<file path="src/rtl/pedestrian_request.sv">
// Pedestrian push-button conditioner for the semaforo controller.
// The raw button passes through a two-flop synchroniser and a counting
// debouncer. A rising edge of the debounced level is a press. The FSM turns
// one press into a single held request (bt_req) that stays up until ack.
// After each service, a lockout window discards further presses so that a
// held or hammered button cannot starve the main road.
module pedestrian_request #(
  parameter int unsigned DEBOUNCE_CYCLES = 4,  // 1..255
  parameter int unsigned LOCKOUT_CYCLES  = 8   // 0..255, 0 disables lockout
) (
  input  logic       clk,
  input  logic       rst,          // synchronous, active-low
  input  logic       bt_raw,
  input  logic       ack,
  output logic       bt_req,
  output logic       busy,
  output logic [7:0] press_count
);

  typedef enum logic [1:0] {
    IDLE    = 2'd0,
    PENDING = 2'd1,
    LOCKOUT = 2'd2
  } state_t;

  localparam logic [7:0] DB_LAST   = 8'(DEBOUNCE_CYCLES - 1);
  localparam logic [7:0] LOCK_INIT = 8'(LOCKOUT_CYCLES);
  localparam logic [7:0] COUNT_MAX = 8'hFF;

  logic       sync1;
  logic       sync2;
  logic       db_level;
  logic       db_prev;
  logic [7:0] db_cnt;
  logic       press;

  state_t     state;
  state_t     state_next;
  logic [7:0] lock_cnt;
  logic [7:0] lock_next;
  logic [7:0] count_next;
  logic       bt_req_next;

  // Two-flop synchroniser for the asynchronous button level.
  // NOTE: every clocked block uses non-blocking assignments, so each flop
  // samples the value its source held before the edge. With blocking
  // assignments, sync2 would collapse into sync1 in a single cycle.
  always_ff @(posedge clk) begin
    if (!rst) begin
      sync1 <= 1'b0;
      sync2 <= 1'b0;
    end else begin
      sync1 <= bt_raw;
      sync2 <= sync1;
    end
  end

  // Debouncer: the level flips only after DEBOUNCE_CYCLES consecutive
  // samples at the opposite level; any agreeing sample restarts the count.
  always_ff @(posedge clk) begin
    if (!rst) begin
      db_level <= 1'b0;
      db_cnt   <= 8'd0;
    end else if (sync2 == db_level) begin
      db_cnt <= 8'd0;
    end else if (db_cnt == DB_LAST) begin
      db_level <= sync2;
      db_cnt   <= 8'd0;
    end else begin
      db_cnt <= db_cnt + 8'd1;
    end
  end

  // One-cycle-delayed copy of the debounced level for edge detection.
  always_ff @(posedge clk) begin
    if (!rst) begin
      db_prev <= 1'b0;
    end else begin
      db_prev <= db_level;
    end
  end

  // A press is the rising edge of the debounced level. Release edges are
  // ignored, so the button must go back to 0 before it can press again.
  assign press = db_level & ~db_prev;

  // FSM state, lockout timer, press counter and request flop.
  // NOTE: reset clears every register here, including the counter and
  // the request. A pending request must never outlive a reset.
  always_ff @(posedge clk) begin
    if (!rst) begin
      state       <= IDLE;
      lock_cnt    <= 8'd0;
      press_count <= 8'd0;
      bt_req      <= 1'b0;
    end else begin
      state       <= state_next;
      lock_cnt    <= lock_next;
      press_count <= count_next;
      bt_req      <= bt_req_next;
    end
  end

  // Next-state logic: accept a press in IDLE, hold until ack, then lock out.
  // NOTE: every output of this block gets a default before the case. A path
  // that leaves one unassigned would infer a latch.
  always_comb begin
    state_next = state;
    lock_next  = lock_cnt;
    count_next = press_count;

    case (state)
      IDLE: begin
        if (press) begin
          state_next = PENDING;
          if (press_count != COUNT_MAX) begin
            count_next = press_count + 8'd1;
          end
        end
      end

      PENDING: begin
        // A press here is merged into the outstanding request. If it lands
        // together with ack, ack wins and the press is lost.
        if (ack) begin
          if (LOCKOUT_CYCLES == 0) begin
            state_next = IDLE;
          end else begin
            state_next = LOCKOUT;
            lock_next  = LOCK_INIT;
          end
        end
      end

      LOCKOUT: begin
        // Entered with lock_cnt = LOCKOUT_CYCLES. Leaving on the edge where
        // it reads 1 keeps the state here for exactly that many cycles.
        lock_next = lock_cnt - 8'd1;
        if (lock_cnt == 8'd1) begin
          state_next = IDLE;
        end
      end

      default: begin
        state_next = IDLE;
        lock_next  = 8'd0;
      end
    endcase
  end

  // bt_req is registered from the current state. It therefore rises one
  // edge after PENDING is entered. It drops on the same edge that
  // samples ack, so the controller never sees a stale request.
  always_comb begin
    bt_req_next = (state == PENDING) && !ack;
  end

  assign busy = (state != IDLE);

endmodule
</file>
<file path="config.mk">
export PLATFORM = sky130hd
export DESIGN_NAME = pedestrian_request
export DESIGN_NICKNAME = d
export VERILOG_FILES = /design/src/rtl/pedestrian_request.sv
export SDC_FILE = /design/constraint.sdc
export NUM_CORES = 1
export LEC_CHECK = 0
export ABC_AREA = 1
export CAP_MARGIN = 20
export CORE_MARGIN = 5
export CORE_UTILIZATION = 50
export DETAILED_ROUTE_END_ITERATION = 7
export HOLD_SLACK_MARGIN = 0.1
export PLACE_DENSITY_LB_ADDON = 0.12
export SLEW_MARGIN = 10
export SYNTH_ARGS = -nofsm -noshare
export SYNTH_HDL_FRONTEND = slang
export SYNTH_SLANG_ARGS = --single-unit
</file>
<file path="constraint.sdc">
create_clock -name clk -period 1.56 [get_ports clk]
set_input_delay 0.312 -clock clk [delete_from_list [all_inputs] [get_ports clk]]
set_output_delay 0.312 -clock clk [all_outputs]
set_load 0.1 [all_outputs]
</file>
[Word level (Yosys, flattened, before mapping)]
Index checks and enable logic that the tools add are counted.
Cells by class
  $add $sub $neg: 3
  equality and inequality tests: 9
  multiplexer cells: 6
  bitwise gates (word level): 5
  reduce and logical (&&, ||, !) cells: 9
Operator list (count)
  8-bit case mux with 3 select lines: 1
  8-bit by 1-bit adder with 8-bit output, second input constant: 2
  8-bit by 1-bit equality test with 1-bit output, second input constant: 1
  8-bit by 2-bit equality test with 1-bit output, second input constant: 1
  8-bit two-way mux: 1
  8-bit inequality test, second input constant: 1
  8-bit by 1-bit subtractor with 8-bit output, second input constant: 1
  2-bit two-way mux: 3
  2-bit inequality test, second input constant: 3
  2-bit case mux with 3 select lines: 1
  3-bit AND reduction: 2
  1-bit NOT: 4
  2-bit AND reduction: 2
  3-bit OR reduction: 1
  2-bit by 1-bit equality test with 1-bit output, second input constant: 1
  2-bit equality test, second input constant: 1
  2-bit logical NOT: 1
  2-bit nonzero test: 1
  1-bit bitwise AND: 1
  1-bit equality test: 1
  1-bit logical AND: 1
  1-bit logical NOT: 1
Word-level totals
  flip-flop bits (word level): 31
  bits of input ports: 4
  output and inout port bits: 10
  word-level logic and storage cells: 41

[Longest topological paths before layout]
Gate-level depths: netlist of the first run.
  word-level depth: 4
  depth in mapped cells: 9
  mapped depth without buffers: 9

[Worst setup path before layout of the first run]
OpenSTA, ideal clock, no wires.
  path type: register to register
  start point: register press_count[0]
  end point: register press_count[7]
  setup time: 119 ps
  data arrival time: 1937 ps
  data required time: 1441 ps
  path slack: -496 ps
  stages on the path, launching flop included: 9
  buffers on the path: 0
  period minus slack after synthesis: 2056 ps
  cell sequence: dfxtp_1 ha_1 nand2_2 nor2_4 nand2_2 nand2_4 inv_4 a21oi_1 nor2_1
Between the ends
  word-level cells in the longest chain between the ends: 2
  elaborated cells between the ends (all ways): 3
  those cells by class: add/sub: 1; eq/ne: 1; reduce/logical: 1
RTL lines
  start, declared: RTL line 17  | output logic [7:0] press_count
  start signal, assigned: RTL line 99  | press_count <= count_next;
  branches (longest 2 deep; another with 8-bit by 1-bit adder with 8-bit output)
Several ways; the timed one is not identified.
A chain may end at the register's enable or synchronous reset.

[Worst setup path in the final report of the first run]
  start point: register state[1]
  end point: output busy
Between the ends
  word-level cells in the longest chain between the ends: 1
RTL lines
  start, declared: RTL line 37  | state_t state;
  start signal, assigned: RTL line 97  | state <= state_next;
  2-bit nonzero test: RTL line 158  | assign busy = (state != IDLE);
  end, declared: RTL line 16  | output logic busy,
No other way between the ends.

==> flow_summary.toml, run 1 <==
[worst_setup_path]
critical_path.slowest_cell = "sky130_fd_sc_hd__dfxtp_2"
crit_path_max_fo = 3
crit_path_start_kind = "register"
worst_ep_required_time_ps = 1250
crit_chain = "inv_2 > ha_4 > inv_6 > buf_12"
worst_path_largest_cell_delay_ps = 370
end_kind = "output pin"
timing.critical_path.arrival_ps = 1190
critical-path-top-delay-family = "flip-flops"
critical_path_class = "register to output pin"
worst-path-buf-inv = 3

[synth]
synth-seq-area-share = 0.391
postSynthNetCount = 234
synth_cell_types = 26
avgSynthCellArea_sq_um = 7.12
leading_area_contributor_after_synthesis = "sky130_fd_sc_hd__dfxtp_1"
yosys.area.top_type_share = 0.391
synth_area_sq_um = 1590
yosys-top-cells-area = "sky130_fd_sc_hd__dfxtp_1, sky130_fd_sc_hd__nand2_1, sky130_fd_sc_hd__nor2_1, sky130_fd_sc_hd__inv_1, sky130_fd_sc_hd__ha_1"
netlist_instances = 223
synth_warnings = 0
yosys_register_bits = 31

[sta]
final.period_utilization = 0.962
setup_failing_eps_final = 0
timing_max_transition_violations_final = 0
hold_ws_ps = 428
final.min_clock_period_ps = 1500
max_slew_headroom = 0.766
worst_pin_slew_ps = 350
fin_worst_skew_ps = 16.0
unrepaired_setup_endpoints_after_global_routing = "true"
final_hold_viol_count = 0
finalSetupTns_ps = 0
achievable_frequency_mhz = 667

[clock_network]
tritoncts.num_buffers = 5
cts-htree-levels = 2
clock_latency_ps = 350
cts_hold_buffers = 0
clock-root-buffer = "sky130_fd_sc_hd__clkbuf_4"
clk_pin_slew_ps = 120
clock_sinks = 31
cts_max_path_buffers = 2
cts_tree = "yes"

[layout]
areaGrowthSynthToFinish_pct = 24.6
layout.nets = 256
layout-drive-gt1-share = 0.236
num-fill-cells = 271
mostFrequentLayoutCell = "sky130_fd_sc_hd__nand2_1"
final_util = 0.648
final_antenna_diode_count = 0
commonest_cells_after_routing_fill_and_taps_aside = "sky130_fd_sc_hd__nand2_1, sky130_fd_sc_hd__nor2_1, sky130_fd_sc_hd__inv_1"

[floorplan]
num_rows = 20
starting_density_of_the_core = 0.520
die_area_sq_um = 4400
num_io_pins = 14
chipWidth_um = 66.4
placeableCoreArea_sq_um = 3050
die_h_um = 66.4

[drt]
drt-vias-per-instance = 4.77
wire_per_inst_um = 10.0
starting_drt_drc_count = 56
drc_errors = 0
dr_total_vias = 1382
drt.antenna.violating_nets = 0
tritonroute_pass_1_iters = 4
total_wirelength_um = 2910

[power_and_ir_drop]
static-leakage-power_uw = 0.000813
ir_drop_v = 0.000590
power.density_nw_per_um2 = 1290
finalPower_uw = 2550

[global_route]
global_route_wire_length_before_repair_um = 5290
antenna_found_initial = 0
grt_max_degree = 15
grt_resource_usage_total = 0.157
grt_pass1_vias = 1262
total_overflow_reported_by_the_global_router = 0

[placed_design]
io_buffers = 13
place.gp.congestion = 0.858
detailed_place_hpwl_um = 2200

[run]
max_cap_viol_count = 0

[min_path]
hp-class = "register to register"

[outcome]
result_of_the_run = "completed"
-- report_power, final --
group | switching, uW | internal (uW) | leakage, uW | total (uW)
combinational | 686 | 420 | 0.000528 | 1110
sequential | 68.1 | 870 | 0.000257 | 938
clock | 323 | 180 | 0.0000278 | 503
total | 1080 | 1470 | 0.000813 | 2550
-- final timing paths --
| kind | from | slack, ps | end | depth (start not counted) |
|---|---|---|---|---|
| worst min-delay path | sync1 | 430 | sync2 | 2 |
| worst max register to register | state[1] | 110 | lock_cnt[7] | 8 |
| worst max-delay path | state[1] | 60 | busy | 4 |
| worst min register to register | sync1 | 430 | sync2 | 2 |
-- repair_timing --
action | in CTS | in global routing
buffers inserted | 0 | 0
endpoints found under the hold margin | 0 | 0
gates resized for setup | 3 | 4
setup endpoints to repair | 1 | 4
cloned | 0 | 0
-- kinds of logic after synthesis --
family / Yosys count / synth area share
AND/OR/NAND/NOR: 118 / 0.342
AO/OA/AOI/OAI: 26 / 0.0898
buffers and inverters: 37 / 0.100
XOR/XNOR: 4 / 0.0221
adder cells (fa/ha/maj): 7 / 0.0552
flip-flops: 31 / 0.391
-- Yosys cell counts --
master / instances
sky130_fd_sc_hd__nand3_2: 2
sky130_fd_sc_hd__nor3_2: 1
sky130_fd_sc_hd__nor2_2: 6
sky130_fd_sc_hd__o21ai_2: 3
sky130_fd_sc_hd__o22ai_1: 1
sky130_fd_sc_hd__xor2_1: 3
sky130_fd_sc_hd__nor2_4: 2
sky130_fd_sc_hd__inv_1: 30
sky130_fd_sc_hd__buf_4: 2
sky130_fd_sc_hd__dfxtp_1: 31
sky130_fd_sc_hd__inv_4: 1
sky130_fd_sc_hd__ha_1: 7
sky130_fd_sc_hd__o21ai_1: 2
sky130_fd_sc_hd__inv_2: 3
sky130_fd_sc_hd__nand2_1: 46
sky130_fd_sc_hd__xnor2_1: 1
sky130_fd_sc_hd__nor3b_1: 2
sky130_fd_sc_hd__clkbuf_8: 1
sky130_fd_sc_hd__nand2_4: 1
sky130_fd_sc_hd__nand3_1: 14
sky130_fd_sc_hd__nand2_2: 3
sky130_fd_sc_hd__nor3_1: 6
sky130_fd_sc_hd__nor2_1: 34
sky130_fd_sc_hd__o21ai_0: 7
sky130_fd_sc_hd__a21oi_1: 13
sky130_fd_sc_hd__nand3b_1: 1
-- cell type report --
class | instances | area (sq um) | share of cell area
repair buffers | 18 | 268 | 0.135
clock inverters | 3 | 23.8 | 0.0120
well taps | 44 | 55.1 | 0.0278
clock buffers | 5 | 37.5 | 0.0190
inverters | 34 | 135 | 0.0683
flip-flops and latches | 31 | 638 | 0.323
multi-input cells | 155 | 821 | 0.415
-- state kept, by name, indices dropped and copies added, names as in the netlist --
register     count
bt_req           1
db_level         1
db_prev          1
sync2            1
lock_cnt         8
press_count      8
state            2
db_cnt           8
sync1            1
-- stage by stage --
stage	area, sq um	instances	worst slack [ps]
after floorplan	1610	223	43.3
after global placement	1900	282	24.9
after detailed placement	1900	282	-3.14
after CTS	1970	290	10.5
after global routing	1980	290	-58.7
final	1980	290	60.0
-- routing by layer --
metal | routed length, um | vias up | GRT usage
li1 | - | 745 | -
met1 | 1440 | 607 | 0.198
met2 | 1260 | 24 | 0.238
met3 | 165 | 6 | 0.0459
met4 | 51 | 0 | 0.0838
met5 | 0 | - | 0
-- worst reg2reg max path, stage by stage, from the launching register on --
cell                      delay, ps
sky130_fd_sc_hd__dfxtp_2        370
sky130_fd_sc_hd__inv_2           60
sky130_fd_sc_hd__ha_1           220
sky130_fd_sc_hd__nand2_1        100
sky130_fd_sc_hd__nand2_1        130
sky130_fd_sc_hd__buf_4          190
sky130_fd_sc_hd__nor2_2         100
sky130_fd_sc_hd__nand3_1         90
sky130_fd_sc_hd__a21oi_1        120
Note: power is estimated with default switching activity, not from simulation.
==> run 2, diff against run 1 <==
--- a/config.mk
+++ b/config.mk
@@ -5,7 +5,7 @@
 export SDC_FILE = /design/constraint.sdc
 export NUM_CORES = 1
 export LEC_CHECK = 0
-export ABC_AREA = 1
+export ABC_AREA = 0
 export CAP_MARGIN = 20
 export CORE_MARGIN = 5
 export CORE_UTILIZATION = 50
==> flow_summary.toml, run 2 <==
[outcome]
result_of_the_run = "completed"

[sta]
final.min_clock_period_ps = 1550
fin_worst_skew_ps = 12.8
achievable_frequency_mhz = 647
final.period_utilization = 0.991
hold_ws_ps = 453
finalSetupTns_ps = 0
worst_pin_slew_ps = 369
unrepaired_setup_endpoints_after_global_routing = "true"
setup_failing_eps_final = 0
final_hold_viol_count = 0
max_slew_headroom = 0.752
timing_max_transition_violations_final = 0

[drt]
drt.antenna.violating_nets = 0
dr_total_vias = 1338
drt-vias-per-instance = 5.79
total_wirelength_um = 3270
starting_drt_drc_count = 89
wire_per_inst_um = 14.2
tritonroute_pass_1_iters = 4
drc_errors = 0

[floorplan]
num_io_pins = 14
num_rows = 19
chipWidth_um = 64.1
starting_density_of_the_core = 0.525
die_area_sq_um = 4100
placeableCoreArea_sq_um = 2780
die_h_um = 64.1

[global_route]
antenna_found_initial = 0
global_route_wire_length_before_repair_um = 5620
grt_pass1_vias = 1338
grt_max_degree = 13
grt_resource_usage_total = 0.175
total_overflow_reported_by_the_global_router = 0

[layout]
areaGrowthSynthToFinish_pct = 35.4
layout_top_registers = "db_cnt: 8 flops, lock_cnt: 8 flops, press_count: 8 flops"
layout-drive-gt1-share = 0.315
layout.nets = 210
mostFrequentLayoutCell = "sky130_fd_sc_hd__dfxtp_1"
final_antenna_diode_count = 0
final_util = 0.711
commonest_cells_after_routing_fill_and_taps_aside = "sky130_fd_sc_hd__dfxtp_1, sky130_fd_sc_hd__nor2_1, sky130_fd_sc_hd__buf_4"

[worst_setup_path]
end_kind = "register"
critical_path.slowest_cell = "sky130_fd_sc_hd__or3_4"
critical-path-top-delay-family = "simple AND/OR/NAND/NOR gates"
critPathLaunch = "state[0]"
worst_path_largest_cell_delay_ps = 380
worst-path-buf-inv = 1
logic_depth_of_the_worst_register_to_register_path = 6
critical_path_depth = 6
timing.critical_path.arrival_ps = 1820
r2r-end = "lock_cnt[1]"
r2r_start = "state[0]"
timing.reg2reg.setup_slack_ps = 10
critical_path_class = "register to register"
crit_path_start_kind = "register"
crit_chain = "buf_4 > ha_2 > nor2b_4 > or2_1 > or3_4 > a21oi_2"
crit_path_max_fo = 3
timing.critical_path.to = "lock_cnt[1]"
worst_ep_required_time_ps = 1840

[synth]
commonest_cells_in_the_synthesized_netlist = "sky130_fd_sc_hd__dfxtp_1, sky130_fd_sc_hd__nor2_1, sky130_fd_sc_hd__a21oi_1, sky130_fd_sc_hd__nand3_1"
yosys-top-cells-area = "sky130_fd_sc_hd__dfxtp_1, sky130_fd_sc_hd__ha_1, sky130_fd_sc_hd__nor2_1, sky130_fd_sc_hd__a21oi_1, sky130_fd_sc_hd__nand3_1"
synth-seq-area-share = 0.425
synth_ff_type = "sky130_fd_sc_hd__dfxtp_1"
synth_async_sr_flop_share = 0
yosys_register_bits = 31
postSynthNetCount = 175
avgSynthCellArea_sq_um = 8.91
yosys.area.top_type_share = 0.425
synth_area_sq_um = 1460
synth_edf_count = 0
synth_cell_types = 36
netlist_instances = 164
synth_warnings = 0
yosys.cell_count.top_type = "sky130_fd_sc_hd__dfxtp_1"
leading_area_contributor_after_synthesis = "sky130_fd_sc_hd__dfxtp_1"

[placed_design]
io_buffers = 13
place.gp.congestion = 0.849
detailed_place_hpwl_um = 2460

[clock_network]
clock_latency_ps = 330
tritoncts.num_buffers = 5
clk_pin_slew_ps = 100
cts_max_path_buffers = 2
clock_sinks = 31
cts_tree = "yes"
cts-htree-levels = 2
clock-root-buffer = "sky130_fd_sc_hd__clkbuf_4"

[power_and_ir_drop]
ir_drop_v = 0.000641
power.density_nw_per_um2 = 634
static-leakage-power_uw = 0.000739
finalPower_uw = 1250

[run]
max_cap_viol_count = 0

[min_path]
holdPathStages = 1
hp-class = "register to register"
run 2: cell types whose count changed in the layout (fill, tap and decap cells not counted), moves of 6 or more:
cell,before,now
sky130_fd_sc_hd__nand2_1,46,5
sky130_fd_sc_hd__inv_1,28,5
sky130_fd_sc_hd__buf_4,5,16
sky130_fd_sc_hd__o21ai_0,6,0
sky130_fd_sc_hd__nor2_1,34,20
run 2: power breakdown:
group	switching [uW]	internal (uW)	total, uW
registers	1.80	782	783
clock network	274	167	441
logic	15.4	14.4	29.8
run 2: final cells by class:
cell class | count | area [sq um]
repair buffers | 30 | 362
clock inverters | 3 | 15.0
flip-flops and latches | 31 | 651
well taps | 31 | 38.8
inverters | 9 | 36.3
multi-input cells | 122 | 838
clock buffers | 5 | 37.5
fillers | 217 | 803
run 2: worst min path at each step:
| stage | start | to | slack [ps] |
|---|---|---|---|
| global route | sync1 | sync2 | 490 |
| detailed placement | sync1 | sync2 | 430 |
| finish | sync1 | sync2 | 450 |
| CTS | sync1 | sync2 | 450 |
| floorplan | sync1 | sync2 | 410 |
| global placement | sync1 | sync2 | 410 |
run 2: repair_timing:
action,in CTS,in global routing
hold buffers,0,0
pin swaps,2,1
buffers inserted,2,2
gates resized for setup,11,11
endpoints found under the setup margin,5,10
run 2: kinds of logic after synthesis:
logic type               Yosys count  synth area share
AND/OR/NAND/NOR                   69             0.265
AO/OA/AOI/OAI                     34             0.147
flip-flops                        31             0.425
buffers and inverters             11            0.0283
XOR/XNOR                           9            0.0539
adder cells (fa/ha/maj)            7            0.0599
multiplexers                       3            0.0205
run 2: per-layer routing:
metal | GRT usage | routed length, um | up-vias | part of all wire
met5 | 0 | 0 | - | 0
met4 | 0.109 | 58 | 0 | 0.018
met3 | 0.0420 | 145 | 9 | 0.044
met2 | 0.302 | 1700 | 33 | 0.52
met1 | 0.190 | 1370 | 639 | 0.42
li1 | - | - | 657 | -
run 2: stage by stage:
| step | cell area (sq um) | cells | setup WS [ps] |
|---|---|---|---|
| global route | 1980 | 231 | -50.9 |
| floorplan | 1490 | 164 | -8.83 |
| CTS | 1940 | 229 | -1.14 |
| finish | 1980 | 231 | 13.4 |
| detailed placement | 1850 | 219 | -158 |
| global placement | 1850 | 219 | -76.2 |
==> run 3, diff against run 2 <==
--- a/config.mk
+++ b/config.mk
@@ -7,8 +7,8 @@
 export LEC_CHECK = 0
 export ABC_AREA = 0
 export CAP_MARGIN = 20
-export CORE_MARGIN = 5
-export CORE_UTILIZATION = 50
+export CORE_MARGIN = 8
+export CORE_UTILIZATION = 55
 export DETAILED_ROUTE_END_ITERATION = 7
 export HOLD_SLACK_MARGIN = 0.1
 export PLACE_DENSITY_LB_ADDON = 0.12
==> flow_summary.toml, run 3 (synthesis results as in run 2) <==
[sta]
final_hold_viol_count = 0
worst_pin_slew_ps = 321
setup_failing_eps_final = 0
timing_max_transition_violations_final = 0
final.min_clock_period_ps = 1560
fin_worst_skew_ps = 3.58
unrepaired_setup_endpoints_after_global_routing = "true"
final.period_utilization = 0.998
max_slew_headroom = 0.785
hold_ws_ps = 457
achievable_frequency_mhz = 642

[clock_network]
tritoncts.num_buffers = 5
cts_max_path_buffers = 2
clock_latency_ps = 330
clock-root-buffer = "sky130_fd_sc_hd__clkbuf_4"
clock_sinks = 31
cts_hold_buffers = 0
cts-htree-levels = 2
cts_tree = "yes"
clk_pin_slew_ps = 100

[drt]
total_wirelength_um = 3140
drt.antenna.violating_nets = 0
wire_per_inst_um = 13.8
starting_drt_drc_count = 105
dr_total_vias = 1269
drt-vias-per-instance = 5.57
tritonroute_pass_1_iters = 4
drc_errors = 0

[worst_setup_path]
crit_path_max_fo = 4
crit_path_start_kind = "register"
critPathLaunch = "state[1]"
end_kind = "output pin"
r2r_start = "state[0]"
timing.critical_path.arrival_ps = 1240
worst_ep_required_time_ps = 1250
critical_path_class = "register to output pin"

[floorplan]
num_io_pins = 14
die_h_um = 67.5
die_area_sq_um = 4560
starting_density_of_the_core = 0.585
chipWidth_um = 67.5
placeableCoreArea_sq_um = 2500
num_rows = 18

[global_route]
grt_pass1_vias = 1205
antenna_found_initial = 0
grt_resource_usage_total = 0.150
total_overflow_reported_by_the_global_router = 0
global_route_wire_length_before_repair_um = 5250
grt_max_degree = 11

[power_and_ir_drop]
power.density_nw_per_um2 = 658
static-leakage-power_uw = 0.000746
finalPower_uw = 1320
ir_drop_v = 0.000706

[placed_design]
place.gp.congestion = 0.899
io_buffers = 13
detailed_place_hpwl_um = 2280
numPlacedInstances = 218

[min_path]
hp-class = "register to register"
hold_wc_startpoint = "sync1"

[layout]
layout_top_registers = "db_cnt: 8 flops, lock_cnt: 8 flops, press_count: 8 flops"
layout.nets = 208
areaGrowthSynthToFinish_pct = 37.5
final_antenna_diode_count = 0
commonest_cells_after_routing_fill_and_taps_aside = "sky130_fd_sc_hd__dfxtp_1, sky130_fd_sc_hd__nor2_1, sky130_fd_sc_hd__buf_4"
layout-drive-gt1-share = 0.328
mostFrequentLayoutCell = "sky130_fd_sc_hd__dfxtp_1"
post_route_insts_no_fill = 228
final_util = 0.804

[outcome]
result_of_the_run = "completed"

[run]
max_cap_viol_count = 0
[run 3: cell count changes in the layout (fill, tap and decap cells not counted), moves of 2 or more]
cell	delta
sky130_fd_sc_hd__clkinv_2	-3
sky130_fd_sc_hd__buf_4	-2
sky130_fd_sc_hd__o21ai_1	-2
sky130_fd_sc_hd__o21ai_0	+3
[run 3: what timing repair did]
action                                 4_1_cts  5_1_grt
setup endpoints to repair                    8       14
endpoints found under the hold margin        0        0
pin swaps                                    0        4
gates resized for setup                     11       16
buffers inserted                             2        0
[run 3: critical path, cell delays in order (launching register included)]
cell,delay [ps]
sky130_fd_sc_hd__dfxtp_2,360
sky130_fd_sc_hd__inv_2,60
sky130_fd_sc_hd__ha_4,170
sky130_fd_sc_hd__buf_6,110
sky130_fd_sc_hd__inv_4,40
sky130_fd_sc_hd__buf_12,160
[run 3: per-stage QoR]
stage / setup WS [ps] / area [sq um] / setup TNS, ps
after global placement: -159 / 1850 / -751
after detailed placement: -163 / 1850 / -917
after floorplan: -8.83 / 1490 / -8.83
after CTS: -29.2 / 1950 / -51.4
after global routing: -53.2 / 2010 / -77.1
final: 3.03 / 2010 / 0
[run 3: power breakdown]
part | switching (uW) | internal [uW]
Combinational | 15.9 | 14.3
Clock | 294 | 214
Sequential | 1.74 | 782
[run 3: final timing paths]
check                end  slack [ps]  cells after the start
max reg2reg  lock_cnt[1]          30                      6
min reg2reg        sync2         460                      1
min                sync2         460                      1
max                 busy           3                      5
[run 3: per-layer routing]
metal	routed length [um]	vias up	global-route usage
li1	-	651	-
met1	1480	577	0.180
met2	1400	32	0.217
met3	192	9	0.0679
met4	59	0	0.0836
met5	0	-	0
[run 3: layout make-up]
cell class / count / area [sq um]
flip-flops and latches: 31 / 651
multi-input cells: 122 / 876
fillers: 154 / 490
inverters: 9 / 36.3
well taps: 30 / 37.5
clock buffers: 6 / 51.3
clock inverters: 2 / 11.3
repair buffers: 28 / 347
